### src/rtl/rf_scoreboard.sv
// Read-side hazard tracker beside the ID-stage register file: counts in-flight
// writes per register and stalls ID while a source register is still pending.
module rf_scoreboard #(
    parameter int NUM_REGS = 32,
    parameter int ADDR_W   = 5,
    parameter int CNT_W    = 2
) (
    input  logic              clk,
    input  logic              rst,
    input  logic              id_valid,
    input  logic [ADDR_W-1:0] id_rs1,
    input  logic              id_rs1_used,
    input  logic [ADDR_W-1:0] id_rs2,
    input  logic              id_rs2_used,
    input  logic              id_we,
    input  logic [ADDR_W-1:0] id_rd,
    input  logic              wb_write,
    input  logic [ADDR_W-1:0] wb_rd,
    output logic              stall,
    output logic              busy_rs1,
    output logic              busy_rs2,
    output logic              any_pending,
    output logic              err_underflow
);

    localparam logic [CNT_W-1:0] CNT_MAX = {CNT_W{1'b1}};
    localparam logic [CNT_W-1:0] CNT_ONE = CNT_W'(1);

    logic [CNT_W-1:0]    cnt_q [NUM_REGS];
    logic [CNT_W-1:0]    cnt_d [NUM_REGS];
    logic                any_pending_q;
    logic                any_pending_d;
    logic                err_underflow_q;
    logic                err_underflow_d;

    logic [NUM_REGS-1:0] retire_vec;
    logic [NUM_REGS-1:0] issue_vec;
    logic [NUM_REGS-1:0] underflow_vec;
    logic [CNT_W-1:0]    cnt_rs1;
    logic [CNT_W-1:0]    cnt_rs2;
    logic [CNT_W-1:0]    cnt_rd;
    logic                retire_rs1;
    logic                retire_rs2;
    logic                retire_rd;
    logic                sat;
    logic                issue;

    // WB write decode; r0 is hard-wired zero in the RF so it never retires.
    always_comb begin
        retire_vec = '0;
        for (int r = 1; r < NUM_REGS; r++) begin
            retire_vec[r] = wb_write && (wb_rd == ADDR_W'(r));
        end
    end

    always_comb begin
        cnt_rs1    = cnt_q[id_rs1];
        cnt_rs2    = cnt_q[id_rs2];
        cnt_rd     = cnt_q[id_rd];
        retire_rs1 = retire_vec[id_rs1];
        retire_rs2 = retire_vec[id_rs2];
        retire_rd  = retire_vec[id_rd];
    end

    // The RF writes on negedge, so a retiring last write is already readable.
    always_comb begin
        busy_rs1 = id_valid && id_rs1_used && (id_rs1 != '0) && (cnt_rs1 != '0)
                   && !((cnt_rs1 == CNT_ONE) && retire_rs1);
        busy_rs2 = id_valid && id_rs2_used && (id_rs2 != '0) && (cnt_rs2 != '0)
                   && !((cnt_rs2 == CNT_ONE) && retire_rs2);
        sat      = id_valid && id_we && (id_rd != '0) && (cnt_rd == CNT_MAX)
                   && !retire_rd;
        stall    = busy_rs1 | busy_rs2 | sat;
    end

    // id_valid qualifies all id_* fields; stall is the only backpressure, and
    // an instruction is accepted (its write recorded) exactly in a cycle with
    // id_valid && !stall. WB writes are never backpressured.
    always_comb begin
        issue     = id_valid && id_we && (id_rd != '0) && !stall;
        issue_vec = '0;
        for (int r = 1; r < NUM_REGS; r++) begin
            issue_vec[r] = issue && (id_rd == ADDR_W'(r));
        end
    end

    always_comb begin
        underflow_vec = '0;
        for (int r = 0; r < NUM_REGS; r++) begin
            cnt_d[r] = cnt_q[r];
            if (issue_vec[r] && !retire_vec[r]) begin
                cnt_d[r] = cnt_q[r] + CNT_ONE;
            end else if (retire_vec[r] && !issue_vec[r]) begin
                if (cnt_q[r] == '0) begin
                    underflow_vec[r] = 1'b1;
                end else begin
                    cnt_d[r] = cnt_q[r] - CNT_ONE;
                end
            end
        end
    end

    always_comb begin
        any_pending_d = 1'b0;
        for (int r = 0; r < NUM_REGS; r++) begin
            any_pending_d = any_pending_d | (cnt_d[r] != '0);
        end
        err_underflow_d = err_underflow_q | (|underflow_vec);
    end

    always_ff @(posedge clk) begin
        if (rst) begin
            for (int r = 0; r < NUM_REGS; r++) begin
                cnt_q[r] <= '0;
            end
            any_pending_q   <= 1'b0;
            err_underflow_q <= 1'b0;
        end else begin
            for (int r = 0; r < NUM_REGS; r++) begin
                cnt_q[r] <= cnt_d[r];
            end
            any_pending_q   <= any_pending_d;
            err_underflow_q <= err_underflow_d;
        end
    end

    assign any_pending   = any_pending_q;
    assign err_underflow = err_underflow_q;

endmodule

### config.mk
export PLATFORM = sky130hd
export DESIGN_NAME = rf_scoreboard
export DESIGN_NICKNAME = d
export VERILOG_FILES = /design/src/rtl/rf_scoreboard.sv
export SDC_FILE = /design/constraint.sdc
export NUM_CORES = 1
export LEC_CHECK = 0
export BUFFER_PORTS_ARGS = -buffer_cell sky130_fd_sc_hd__buf_2
export CORE_MARGIN = 2
export CORE_UTILIZATION = 63
export DETAILED_ROUTE_END_ITERATION = 6
export GPL_TIMING_DRIVEN = 0
export PLACE_DENSITY_LB_ADDON = 0.1
export SLEW_MARGIN = 20
export SYNTH_ARGS = -nofsm -noshare
export SYNTH_HDL_FRONTEND = slang
export SYNTH_SLANG_ARGS = --single-unit
### constraint.sdc
create_clock -name clk -period 5.65 [get_ports clk]
set_clock_uncertainty 0.1 [all_clocks]
set_input_delay 0.565 -clock clk [delete_from_list [all_inputs] [get_ports clk]]
set_output_delay 0.565 -clock clk [all_outputs]
set_load 0.1 [all_outputs]
Word-level counts from Yosys, hierarchy flattened:

Memories as Yosys holds them, arrays and structs flattened.
Cells that the tools add are included.

* $add $sub $neg: 62
* $lt $le $gt $ge: 3
* eq/ne operators: 65
* muxes and demuxes: 227
* bitwise gates (word level): 66
* reductions and logical operators: 274

Operator list (number)
* 2-to-1 mux 2 bit: 125
* == test 5 bit, second input constant: 32
* logical AND 1 bit: 139
* 2-to-1 mux 1 bit: 99
* == test 5 x 4 -> 1 bit, second input constant: 16
* nonzero test 2 bit: 34
* logical NOT 1 bit: 66
* OR 1 bit: 66
* adder 2 x 1 -> 2 bit, second input constant: 31
* logical NOT 2 bit: 31
* subtractor 2 x 1 -> 2 bit, second input constant: 31
* == test 5 x 3 -> 1 bit, second input constant: 8
* OR reduction 31 bit: 1
* == test 5 x 2 -> 1 bit, second input constant: 4
* < comparator 5 x 6 -> 1 bit, second input constant: 3
* binary-select mux 1 bit (select 5 bit): 3
* nonzero test 5 bit: 3
* == test 5 x 1 -> 1 bit, second input constant: 2
* == test 2 x 1 -> 1 bit, second input constant: 2
* == test 2 bit, second input constant: 1

* flip-flop bits (word level): 2
* RAM bits: 64
* input bits: 27
* output and inout bits: 5
* logic and storage cells: 700
* memories kept: 1

Memories
* cnt_q: words 32, bits a word 2, rd ports 35, clocked after Yosys merged registers in 0, wr ports 32, RTL line 29 `logic [CNT_W-1:0] cnt_q [NUM_REGS];`

Depth between registers and ports, before layout:

* depth in word-level cells: 48
* gate-level depth with buffers: 18
* mapped depth without buffers: 12

Worst setup path after synthesis:

OpenSTA, ideal clock, no wires.

* kind: input to output
* start: in id_rs1[0]
* end: out stall
* arrival: 3988 ps
* required time: 4985 ps
* slack: 997 ps
* cell stages on the path: 10
* path buffers: 3
* cell sequence: buf_6 -> mux4_1 -> mux2_2 -> or3_1 -> o311ai_1 -> o31ai_2 -> buf_6 -> buf_2 -> a211oi_1 -> o21ai_0

* longest elaborated chain between the ends: 7
* elaborated cells on any way between the ends: 13
* classes of those cells: eq/ne: 1; mux: 2; bitwise: 2; reduce/logical: 7; memory: 1

Ends and longest elaborated chain
* from (decl): RTL line 11 `input logic [ADDR_W-1:0] id_rs1,`
* memory read (32 x 2 bit) or binary-select mux 1 bit (select 5 bit) (tied branches)
* == test 2 x 1 -> 1 bit or 2-to-1 mux 1 bit (tied branches): RTL line 68, 60
* logical AND 1 bit: RTL line 68 `&& !((cnt_rs1 == CNT_ONE) && retire_rs1);`
* logical NOT 1 bit: RTL line 68
* logical AND 1 bit *: RTL line 68
* named net busy_rs1: RTL line 20 `output logic busy_rs1,`
* OR 1 bit * (2 in a row): RTL line 73 `stall = busy_rs1 | busy_rs2 | sat;`
* to (decl): RTL line 19 `output logic stall,`

The timed path passes the listed nets; every way through them passes the cells marked *. The select of a mux whose other input is x is not followed.

Final worst setup path:

* start: in id_rs2[2]
* end: reg err_underflow_q, in the netlist err_underflow

* longest elaborated chain between the ends: 16
* elaborated cells on any way between the ends: 203
* classes of those cells: eq/ne: 1; mux: 64; bitwise: 3; reduce/logical: 134; memory: 1

Ends and longest elaborated chain
* from (decl): RTL line 13 `input logic [ADDR_W-1:0] id_rs2,`
* memory read (32 x 2 bit) or binary-select mux 1 bit (select 5 bit) (tied branches)
* == test 2 x 1 -> 1 bit or 2-to-1 mux 1 bit (tied branches): RTL line 70, 61
* logical AND 1 bit: RTL line 70 `&& !((cnt_rs2 == CNT_ONE) && retire_rs2);`
* logical NOT 1 bit: RTL line 70
* logical AND 1 bit *: RTL line 70
* OR 1 bit * (2 in a row): RTL line 73
* logical NOT 1 bit *: RTL line 80 `issue = id_valid && id_we && (id_rd != '0) && !stall;`
* logical AND 1 bit *: RTL line 80
* logical AND 1 bit: RTL line 83 `issue_vec[r] = issue && (id_rd == ADDR_W'(r));`
* logical NOT 1 bit: RTL line 93 `end else if (retire_vec[r] && !issue_vec[r]) begin`
* logical AND 1 bit: RTL line 93
* 2-to-1 mux 1 bit: RTL line 93
* 2-to-1 mux 1 bit: RTL line 91 `if (issue_vec[r] && !retire_vec[r]) begin`
* OR reduction 31 bit *: RTL line 108 `err_underflow_d = err_underflow_q | (|underflow_vec);`
* OR 1 bit *: RTL line 108
* to (signal assigned): RTL line 123 `err_underflow_q <= err_underflow_d;`
* to (decl): RTL line 33 `logic err_underflow_q;`

Mark *: on every way between the ends. The rest lies on a longest branch, timed or not. The select of a mux whose other input is x is not followed.
A chain may end at the register's enable or synchronous reset.

==> results.yml <==
status:
  run_status: "complete, no violations"
logic_synthesis:
  ys_ff_latch: 64
  netlist.top_cell.by_area: "dfxtp_1"
  synth_area_sq_mm: 0.008094
  synthesis.instances: 1002
  ys_warn_count: 0
  synth_enable_flop_cells: 0
  syn_avg_cell_area_sq_um: 8.078
  yosysSeqAreaShare_pct: 15.83
  syn-num-nets: 1122
  netlist.area_leader.share_pct: 15.83
  synth_cell_types: 90
  async_flop_share_pct: 0
  synth_flop_cell: "dfxtp_1"
  ys_top_cells_by_area: "dfxtp_1 16%, ha_1 14%, mux4_2 7.5%, nand2_1 5.1%, nor2_1 5.0%"
layout:
  area_growth_pct: 7.776
  mostFrequentLayoutCell: "nand2_1"
  final_cell_mix: "109 x nand2_1, 107 x nor2_1, 93 x ha_1"
  diodes: 0
  drive_above_1_share_pct: 14.60
  fin_util_pct: 69.41
  instances_no_fill: 1213
  nets: 1156
  fillers: 1115
place:
  place.gp.congestion: 1.061
  pre_cts_slack_ns: 0.1578
  dpl.cell_count: 1197
  port_buffers: 23
  dp_hpwl_microns: 24510
global_route:
  antenna_found_initial: 2
  grt_use_total_pct: 45.52
  grt_pass1_wl_microns: 47600
  grt_overflow: 0
  grt_max_degree: 12
  grt_pass1_vias: 7983
setup_path:
  slowest_delay_ns: 0.60
  slowest_stage: "a221oi_1"
  cp-start-kind: "primary input"
  r2r_slack_ns: 0.50
  worstSetupPathType: "in2reg"
  worstPathArrival_ns: 5.52
  end_kind: "register"
  worstPathCellList: "buf_2, buf_2, clkbuf_1, mux4_2, a21oi_2, nand4_1, a221o_1, buf_6, a211oi_2, buf_2, buf_1, a21oi_1, a221oi_1, o2111ai_1, a2111oi_2, a31oi_1"
  cp.required_ns: 5.73
  critPathBufInv: 6
  cp_common_cell: "buf_2"
  cp_top_family: "compound AO/OA/AOI/OAI gates"
  crit_fanout: 10
clock_tree:
  cts_sinks: 64
  ctsHoldBuffers: 0
  path_clk_slew_ns: 0.06
  htreeDepth: 3
  tritoncts: "built"
  cts_max_path_buffers: 2
  cts_setup_buffers: 0
  root_buffer: "clkbuf_16"
  insertion_delay_ns: 0.35
  ctsResizeCount: 0
  cts_buffers: 9
power:
  power_w: 0.001402
  cellPowerDensity_mw_per_mm2: 160.7
  power.ir.vdd_worst_v: 0.0001482
  power.leakage_nw: 3.266
floorplan:
  core_area_sq_mm: 0.01257
  start_util_pct: 64.40
  rows: 41
  die-area_sq_mm: 0.01377
  io_pins: 32
  die_h_microns: 117.3
  die_w_microns: 117.3
route:
  vias: 8740
  drt-total-wl_microns: 31580
  ant_nets: 0
  viasPerCell: 7.205
  dr.first_iter.drc_count: 1483
  route.detailed.drc: 0
  first_pass_iters: 6
  post_drt_wl_per_cell_microns: 26.03
timing:
  worst_pin_slew_ns: 0.9375
  min_period_over_period_pct: 96.13
  max_clock_freq_ghz: 0.1841
  finalHoldViolations: 0
  slew_violations: 0
  rsz0062_at_grt: "false"
  setup_viol: 0
  finalCriticalPeriod_ns: 5.431
  setup-tns-final_ns: 0
  slew_headroom_pct: 37.50
  setup_slack_ns: 0.2185
worst_hold_path:
  hold_path.class: "reg2reg"
run:
  max-cap-violations: 0
[report_power, final]
part | leakage (nW) | total (W) | internal (W) | switching [W]
Clock | 0.145 | 0.000590 | 0.000353 | 0.000236
Combinational | 2.60 | 0.000337 | 0.000101 | 0.000235
Sequential | 0.517 | 0.000475 | 0.000460 | 0.0000154
Total | 3.27 | 0.00140 | 0.000915 | 0.000487
[metrics by stage]
step                area (sq um)  hold slack (ns)
finish                      8723           0.5239
global route                8723           0.5552
CTS                         8723           0.4907
detailed placement          8424           0.4749
global placement            8424           0.4680
floorplan                   8094           0.3920
[cell usage after synthesis, types with 7 or more instances]
cell type,number
a2111oi_2,13
a211oi_1,8
a21oi_1,27
a221oi_1,9
a22oi_1,11
a31oi_1,9
and2_1,7
and3_1,13
buf_2,24
buf_6,8
clkbuf_1,21
dfxtp_1,64
ha_1,93
inv_1,87
mux2_2,8
mux2i_1,9
mux4_2,27
nand2_1,109
nand2b_1,12
nand3_1,29
nand4_1,19
nand4b_1,7
nor2_1,107
nor2b_1,16
nor3_1,15
nor4_1,7
o2111ai_1,7
o211ai_1,13
o21ai_0,18
o221ai_1,17
o22ai_1,12
or2_2,9
or3_1,17
xnor2_1,23
[layout make-up]
cell class,count,area (sq um),share of cell area [%]
clock inverter,5,56.30,0.6454
sequential,64,1281,14.69
clock buffer,11,242.7,2.783
buffer,58,324.1,3.715
timing repair buffer,23,115.1,1.320
tap,172,215.2,2.467
multi-input combinational,793,6162,70.64
inverter,87,326.6,3.744
[layer usage]
layer  track usage, %  vias to the layer above  share of wire (%)
li1                 -                     3775                  -
met1            61.26                     4043                 38
met2            62.68                      775                 40
met3            17.51                      145                 16
met4            23.72                        2                5.8
met5                0                        -              0.051
[worst register-to-register path, cell delays in order, from the launching register on]
cell and delay, ns:
dfxtp_1 0.43, mux4_2 0.50, mux2i_1 0.20, a21oi_1 0.08, nor4b_1 0.50, nor4_2 0.22, buf_6 0.21, a211oi_2 0.35
buf_2 0.32, buf_1 0.51, a21oi_1 0.19, a221oi_1 0.60, o2111ai_1 0.34, a2111oi_2 0.31, a31oi_1 0.15
[sequential cells by signal (all words and copies together), names as in the netlist]
name           cells
any_pending        1
cnt_q             62
err_underflow      1
[cells by family (layout without fill, tap and decap cells)]
family,Yosys count,count (layout),synth area share [%]
compound gates,216,216,21.64
xor+xnor,27,27,2.922
fa+ha+maj,93,93,14.38
buf+inv,145,184,8.038
flops,64,64,15.83
mux,47,47,10.71
simple gates,410,410,26.48
[path summary, 6_finish.rpt]
| path | cells past startpoint | startpoint | endpoint |
|---|---|---|---|
| setup reg to reg | 14 | cnt_q[20][0] | err_underflow |
| hold reg to reg | 2 | cnt_q[7][1] | cnt_q[7][1] |
| setup / recovery | 16 | id_rs2[2] | err_underflow |
| hold / removal | 2 | cnt_q[7][1] | cnt_q[7][1] |
Power figures use the tool's default switching activity.
